===== src/rtl/wakeup_arbiter_if.sv =====
// wakeup_arbiter_if
//   Groups the producer request/ready handshake and the two registered
//   wakeup broadcast ports of wakeup_arbiter.
//   slave  : arbiter side (takes requests, drives ready/broadcast/pending)
//   master : producer/consumer side (drives requests, observes the rest)
//   req_valid[4], req_tag/rob/value packed 4 ways, req_ready[4],
//   bcast0_*/bcast1_* (valid, tag, rob, value), pending[3].
interface wakeup_arbiter_if #(
   parameter int DATA_W = 32,
   parameter int TAG_W  = 6,
   parameter int ROB_W  = 6
);
   logic [3:0]          req_valid;
   logic [4*TAG_W-1:0]  req_tag;
   logic [4*ROB_W-1:0]  req_rob;
   logic [4*DATA_W-1:0] req_value;
   logic [3:0]          req_ready;
   logic                bcast0_valid;
   logic [TAG_W-1:0]    bcast0_tag;
   logic [ROB_W-1:0]    bcast0_rob;
   logic [DATA_W-1:0]   bcast0_value;
   logic                bcast1_valid;
   logic [TAG_W-1:0]    bcast1_tag;
   logic [ROB_W-1:0]    bcast1_rob;
   logic [DATA_W-1:0]   bcast1_value;
   logic [2:0]          pending;

   modport slave (
      input  req_valid, req_tag, req_rob, req_value,
      output req_ready,
      output bcast0_valid, bcast0_tag, bcast0_rob, bcast0_value,
      output bcast1_valid, bcast1_tag, bcast1_rob, bcast1_value,
      output pending
   );

   modport master (
      output req_valid, req_tag, req_rob, req_value,
      input  req_ready,
      input  bcast0_valid, bcast0_tag, bcast0_rob, bcast0_value,
      input  bcast1_valid, bcast1_tag, bcast1_rob, bcast1_value,
      input  pending
   );
endinterface


===== src/rtl/wakeup_arbiter.sv =====
// wakeup_arbiter
//   Shares two registered wakeup broadcast ports among four result producers
//   (FU1..FU3 on slots 0..2, LSQ on slot 3). Each producer owns a one-entry
//   holding slot; up to two occupied slots are granted per cycle in
//   round-robin order starting at rr_ptr. A granted slot may be refilled at
//   the same edge it is vacated, so one producer can sustain 1 result/cycle.
//   Ports: clk, reset (async, active-low), bus (wakeup_arbiter_if.slave).
module wakeup_arbiter #(
   parameter int DATA_W = 32,
   parameter int TAG_W  = 6,
   parameter int ROB_W  = 6
) (
   input logic             clk,
   input logic             reset,
   wakeup_arbiter_if.slave bus
);
   localparam int N = 4;

   logic [N-1:0]      hold_valid_q, hold_valid_d;
   logic [TAG_W-1:0]  tag_q [N];
   logic [ROB_W-1:0]  rob_q [N];
   logic [DATA_W-1:0] value_q [N];
   logic [1:0]        rr_ptr_q, rr_ptr_d;
   logic [2:0]        pending_q, pending_d;

   logic              b0_vld_q, b1_vld_q;
   logic [TAG_W-1:0]  b0_tag_q, b1_tag_q;
   logic [ROB_W-1:0]  b0_rob_q, b1_rob_q;
   logic [DATA_W-1:0] b0_value_q, b1_value_q;

   logic              gnt_a_vld, gnt_b_vld;
   logic [1:0]        gnt_a_idx, gnt_b_idx, scan_idx;
   logic [N-1:0]      granted, ready, accept;

   // Grant: scan from rr_ptr; first occupied slot -> port 0, second -> port 1.
   always_comb begin
      gnt_a_vld = 1'b0;
      gnt_b_vld = 1'b0;
      gnt_a_idx = 2'd0;
      gnt_b_idx = 2'd0;
      scan_idx  = 2'd0;
      for (int k = 0; k < N; k++) begin
         scan_idx = rr_ptr_q + 2'(k);
         if (hold_valid_q[scan_idx]) begin
            if (!gnt_a_vld) begin
               gnt_a_vld = 1'b1;
               gnt_a_idx = scan_idx;
            end else if (!gnt_b_vld) begin
               gnt_b_vld = 1'b1;
               gnt_b_idx = scan_idx;
            end
         end
      end
      granted = '0;
      if (gnt_a_vld) granted[gnt_a_idx] = 1'b1;
      if (gnt_b_vld) granted[gnt_b_idx] = 1'b1;
   end

   // Ready depends only on registered state, never on req_valid.
   assign ready        = ~hold_valid_q | granted;
   assign accept       = bus.req_valid & ready;
   assign hold_valid_d = accept | (hold_valid_q & ~granted);

   always_comb begin
      rr_ptr_d = rr_ptr_q;
      if (gnt_b_vld)      rr_ptr_d = gnt_b_idx + 2'd1;
      else if (gnt_a_vld) rr_ptr_d = gnt_a_idx + 2'd1;
      pending_d = 3'(hold_valid_d[0]) + 3'(hold_valid_d[1])
                + 3'(hold_valid_d[2]) + 3'(hold_valid_d[3]);
   end

   // Slot / pointer state
   always_ff @(posedge clk or negedge reset) begin
      if (!reset) begin
         hold_valid_q <= '0;
         rr_ptr_q     <= 2'd0;
         pending_q    <= 3'd0;
         for (int i = 0; i < N; i++) begin
            tag_q[i]   <= '0;
            rob_q[i]   <= '0;
            value_q[i] <= '0;
         end
      end else begin
         hold_valid_q <= hold_valid_d;
         rr_ptr_q     <= rr_ptr_d;
         pending_q    <= pending_d;
         for (int i = 0; i < N; i++) begin
            if (accept[i]) begin
               tag_q[i]   <= bus.req_tag[i*TAG_W +: TAG_W];
               rob_q[i]   <= bus.req_rob[i*ROB_W +: ROB_W];
               value_q[i] <= bus.req_value[i*DATA_W +: DATA_W];
            end
         end
      end
   end

   // Broadcast registers; data fields keep their last value when idle.
   always_ff @(posedge clk or negedge reset) begin
      if (!reset) begin
         b0_vld_q   <= 1'b0;
         b0_tag_q   <= '0;
         b0_rob_q   <= '0;
         b0_value_q <= '0;
         b1_vld_q   <= 1'b0;
         b1_tag_q   <= '0;
         b1_rob_q   <= '0;
         b1_value_q <= '0;
      end else begin
         b0_vld_q <= gnt_a_vld;
         b1_vld_q <= gnt_b_vld;
         if (gnt_a_vld) begin
            b0_tag_q   <= tag_q[gnt_a_idx];
            b0_rob_q   <= rob_q[gnt_a_idx];
            b0_value_q <= value_q[gnt_a_idx];
         end
         if (gnt_b_vld) begin
            b1_tag_q   <= tag_q[gnt_b_idx];
            b1_rob_q   <= rob_q[gnt_b_idx];
            b1_value_q <= value_q[gnt_b_idx];
         end
      end
   end

   assign bus.req_ready    = ready;
   assign bus.pending      = pending_q;
   assign bus.bcast0_valid = b0_vld_q;
   assign bus.bcast0_tag   = b0_tag_q;
   assign bus.bcast0_rob   = b0_rob_q;
   assign bus.bcast0_value = b0_value_q;
   assign bus.bcast1_valid = b1_vld_q;
   assign bus.bcast1_tag   = b1_tag_q;
   assign bus.bcast1_rob   = b1_rob_q;
   assign bus.bcast1_value = b1_value_q;
endmodule

===== src/flat_wrapper.sv =====
// flat-port wrapper written by rule: the top's interface ports become plain ports
module wakeup_arbiter_flat 
#(
   parameter int DATA_W = 32,
   parameter int TAG_W  = 6,
   parameter int ROB_W  = 6
)
  (clk, reset, bus_req_valid, bus_req_tag, bus_req_rob, bus_req_value, bus_req_ready, bus_bcast0_valid, bus_bcast0_tag, bus_bcast0_rob, bus_bcast0_value, bus_bcast1_valid, bus_bcast1_tag, bus_bcast1_rob, bus_bcast1_value, bus_pending);
  wakeup_arbiter_if #(.DATA_W(DATA_W), .TAG_W(TAG_W), .ROB_W(ROB_W)) bus_i ();
  input logic clk;
  input logic reset;
  input wire logic [$bits(bus_i.req_valid)-1:0] bus_req_valid;
  input wire logic [$bits(bus_i.req_tag)-1:0] bus_req_tag;
  input wire logic [$bits(bus_i.req_rob)-1:0] bus_req_rob;
  input wire logic [$bits(bus_i.req_value)-1:0] bus_req_value;
  output wire logic [$bits(bus_i.req_ready)-1:0] bus_req_ready;
  output wire logic [$bits(bus_i.bcast0_valid)-1:0] bus_bcast0_valid;
  output wire logic [$bits(bus_i.bcast0_tag)-1:0] bus_bcast0_tag;
  output wire logic [$bits(bus_i.bcast0_rob)-1:0] bus_bcast0_rob;
  output wire logic [$bits(bus_i.bcast0_value)-1:0] bus_bcast0_value;
  output wire logic [$bits(bus_i.bcast1_valid)-1:0] bus_bcast1_valid;
  output wire logic [$bits(bus_i.bcast1_tag)-1:0] bus_bcast1_tag;
  output wire logic [$bits(bus_i.bcast1_rob)-1:0] bus_bcast1_rob;
  output wire logic [$bits(bus_i.bcast1_value)-1:0] bus_bcast1_value;
  output wire logic [$bits(bus_i.pending)-1:0] bus_pending;
  assign bus_i.req_valid = bus_req_valid;
  assign bus_i.req_tag = bus_req_tag;
  assign bus_i.req_rob = bus_req_rob;
  assign bus_i.req_value = bus_req_value;
  assign bus_req_ready = bus_i.req_ready;
  assign bus_bcast0_valid = bus_i.bcast0_valid;
  assign bus_bcast0_tag = bus_i.bcast0_tag;
  assign bus_bcast0_rob = bus_i.bcast0_rob;
  assign bus_bcast0_value = bus_i.bcast0_value;
  assign bus_bcast1_valid = bus_i.bcast1_valid;
  assign bus_bcast1_tag = bus_i.bcast1_tag;
  assign bus_bcast1_rob = bus_i.bcast1_rob;
  assign bus_bcast1_value = bus_i.bcast1_value;
  assign bus_pending = bus_i.pending;
  wakeup_arbiter #(.DATA_W(DATA_W), .TAG_W(TAG_W), .ROB_W(ROB_W)) u_core (.clk(clk), .reset(reset), .bus(bus_i));
endmodule

===== config.mk =====
export PLATFORM = sky130hd
export DESIGN_NAME = wakeup_arbiter_flat
export DESIGN_NICKNAME = d
export VERILOG_FILES = /design/src/rtl/wakeup_arbiter_if.sv /design/src/rtl/wakeup_arbiter.sv /design/src/flat_wrapper.sv
export SDC_FILE = /design/constraint.sdc
export NUM_CORES = 1
export LEC_CHECK = 0
export ABC_AREA = 1
export CORE_ASPECT_RATIO = 1.25
export CORE_MARGIN = 1.5
export CORE_UTILIZATION = 55
export CTS_BUF_LIST = sky130_fd_sc_hd__clkbuf_2
export DETAILED_ROUTE_END_ITERATION = 10
export PLACE_DENSITY = 0.84
export SYNTH_ARGS = -nofsm -noshare
export SYNTH_HDL_FRONTEND = slang
export SYNTH_SLANG_ARGS = --single-unit

===== constraint.sdc =====
create_clock -name clk -period 9.6 [get_ports clk]
set_input_delay 1.92 -clock clk [delete_from_list [all_inputs] [get_ports clk]]
set_output_delay 1.92 -clock clk [all_outputs]
set_load 0.02 [all_outputs]

==> results by group <==
Clock network
  – Clock latency on the worst-skew pair: between 800 and 900 ps
  – Hold_buf cts: 0
  – Clk sinks: approximately 280
  – Num CTS Buffers: 70
  – Max Root-Sink Buffers: 3
  – PostCTS Resize Cnt: 0
  – Setup Buffers After CTS: 0
  – H-tree depth: 3
  – Clk root buf: clkbuf_2
  – CTS tree: yes
  – Clk slew on worst S/H paths: around 110 ps

STA
  – Final Hold Vio Count: 0
  – Fmax: about 120 MHz
  – Final min period: approximately 8100 ps
  – RSZ-0062 raised after global routing: false
  – Worst slew margin: between 15 and 20%
  – Final Cycle Share: a little over four fifths
  – Slew @ Worst Pin: around 1300 ps
  – Total negative slack: 0 ps
  – Final count of negative-setup-slack endpoints: 0
  – Final Max Slew Viols: 0
  – Final hold slack: 480 ps
  – Clock Skews: 56.3 ps

Die
  – Die area: around 28000 um^2
  – Core Region: between 20000 and 30000 um^2
  – Boundary Pins: ~280
  – Die height: between 150 and 200 um
  – Initial core utilization: 56.0%
  – Chip width: about 150 um
  – Row cnt: between 60 and 70

Route
  – Number of remaining DRC errors: 0
  – Initial drt markers: between 1000 and 1500
  – Total Wirelength: between 40 and 50 mm
  – Via-to-Cell Ratio: roughly 5.7
  – WL per Instance: ~18 um
  – Via count: roughly 15000
  – Antenna viol nets, final: 0
  – DRT Pass-1 Iters: 8

Synthesis
  – Async SR Flop Fraction: 100%
  – Mapped Cells: 1984
  – Synth Cell Area: between 10000 and 15000 um^2
  – Cell taking the most area after synthesis: dfrtp_1
  – Synth top area share: a little under half
  – Post-synth EDFFs: 0
  – Mean post-synth cell area: between 7 and 8 um^2
  – Post-synthesis cell type count: 28
  – Synth warn: 0
  – Primary FF master, synth: dfrtp_1
  – Register area share after synthesis: a little under half
  – Syn nets: around 2200
  – Synth top area cells: dfrtp_1 (47%), nand2_1 (24%), nand3_1 (9.4%)
  – Register bit total from synthesis: 275

Placed design
  – Post-DP HPWL: approximately 29 mm
  – Gp weighted congestion: between 0.8 and 0.9
  – # port buffers: roughly 280

Layout
  – Final core utilization: 68.5%
  – Nets: between 2000 and 2500
  – Layout overhead on the synthesized area: 22.2%
  – Commonest non-fill, non-tap cell in the layout: nand2_1
  – Share of cells above drive strength 1: under 10%
  – Most frequent cells in the layout: nand2_1 (946), dfrtp_1 (275), nand3_1 (273), clkdlybuf4s50_1 (273), inv_1 (106)

Global route
  – Vias in the first global route: between 10000 and 15000
  – Total gr overflow: 0
  – Largest net degree at the start of global routing: 165
  – Initial antenna violation count: 1
  – GR Util All Layers: between 30% and 40%
  – First-pass GRT wire length: between 70 and 80 mm

Critical path
  – Critical path type: reg -> out
  – CP endpoint kind: primary output
  – Type of origin of the critical path: flip-flop
  – CP cell instances: inv_2 > nand2_1 > nand3_1 > nand2_2 > ha_1 > nand3b_1 > nand3_1 > nand2_1 > nand2_4 > nand2_4 > inv_2 > nand3_1 > nand2_4 > clkdlybuf4s50_1
  – CP Data Arrival Time: roughly 6000 ps
  – CP peak stage delay: roughly 900 ps
  – Critical path data required time: roughly 7700 ps
  – CP max stage cell: nand2_4
  – Critical Path Fanout Max: between 100 and 150

Run
  – Max-Cap Viols: 0

Min path
  – Hold crit path type: reg -> reg

Status
  – Status: finished, final reports clean
==> metal layers <==
layer / vias up / routed length [um] / GRT usage (%) / part of all wire, %
li1: 6733 / - / - / -
met2: 884 / 23400 / 59.1 / 49
met1: 6923 / 18100 / 43.5 / 38
met3: 167 / 4400 / 6.87 / 9.2
met4: 0 / 2130 / 19.0 / 4.4
met5: - / 0 / 0 / 0
==> logic make-up after synthesis <==
group	share of synthesized area, %
flip-flops	47.1
buffers and inverters	7.94
AND/OR/NAND/NOR	41.6
AO/OA/AOI/OAI	2.91
adder cells (fa/ha/maj)	0.479
==> worst max-delay path, delay by kind of cell (launching register included) <==
kind                       cells  cell delay [ps]
DFF                            1              550
buffers and inverters          3             1360
and+or+nand+nor               10             3110
adders and majority gates      1              240
==> final timing paths <==
check	start	end	slack (ps)	cells after the start
min in group asynchronous	reset	u_core.bus.bcast0_tag[4]	1090	1
setup / recovery	u_core.rr_ptr_q[0]	bus_req_ready[0]	1540	14
max in group asynchronous	reset	u_core.rob_q[12]	7120	2
hold / removal	u_core.value_q[86]	u_core.value_q[86]	480	2
hold reg to reg	u_core.value_q[86]	u_core.value_q[86]	480	2
setup reg to reg	u_core.rr_ptr_q[0]	u_core.value_q[36]	3690	17
==> registers in the layout, indices dropped and copies added, names as in the netlist <==
register and flops:
u_core.bus.bcast1_valid 1, u_core.bus.bcast0_value 32, u_core.bus.bcast0_valid 1, u_core.bus.bcast0_rob 6, u_core.bus.bcast1_value 32, u_core.bus.pending 3
u_core.bus.bcast0_tag 6, u_core.rob_q 24, u_core.bus.bcast1_tag 6, u_core.tag_q 24, u_core.hold_valid_q 4, u_core.rr_ptr_q 2
u_core.value_q 128, u_core.bus.bcast1_rob 6
==> layout make-up <==
cell class              count  area [um^2]
fillers                  2270         8220
diodes                      1         2.50
multi-input cells        1460         6650
inverters                 116          435
repair buffers            290         2870
clock buffers              97          485
flip-flops and latches    275         6880
clock inverters            23          118
well taps                 340          425
==> cells in the mapped netlist (14+ instances only) <==
cell type,n
dfrtp_1,275
nand3b_1,68
o21ai_0,57
a21oi_1,14
clkbuf_1,38
buf_2,62
nand2_2,14
nor2_1,20
buf_4,16
nand3_2,42
nand2_1,951
inv_1,107
nand3_1,274
==> metrics by stage <==
| step | std cells | cell area (um^2) | setup WS (ps) |
|---|---|---|---|
| 2_1_floorplan | 1984 | 14600 | 5500 |
| 3_3_place_gp | 2481 | 17300 | 2580 |
| 3_5_place_dp | 2481 | 17300 | 2510 |
| 4_1_cts | 2601 | 17900 | 1570 |
| 5_1_grt | 2602 | 17900 | 1250 |
| 6_report | 2602 | 17900 | 1540 |
Power is left out: the tool's default activity adds up to more than one toggle a clock period on the data nets, which glitch-free logic cannot reach.
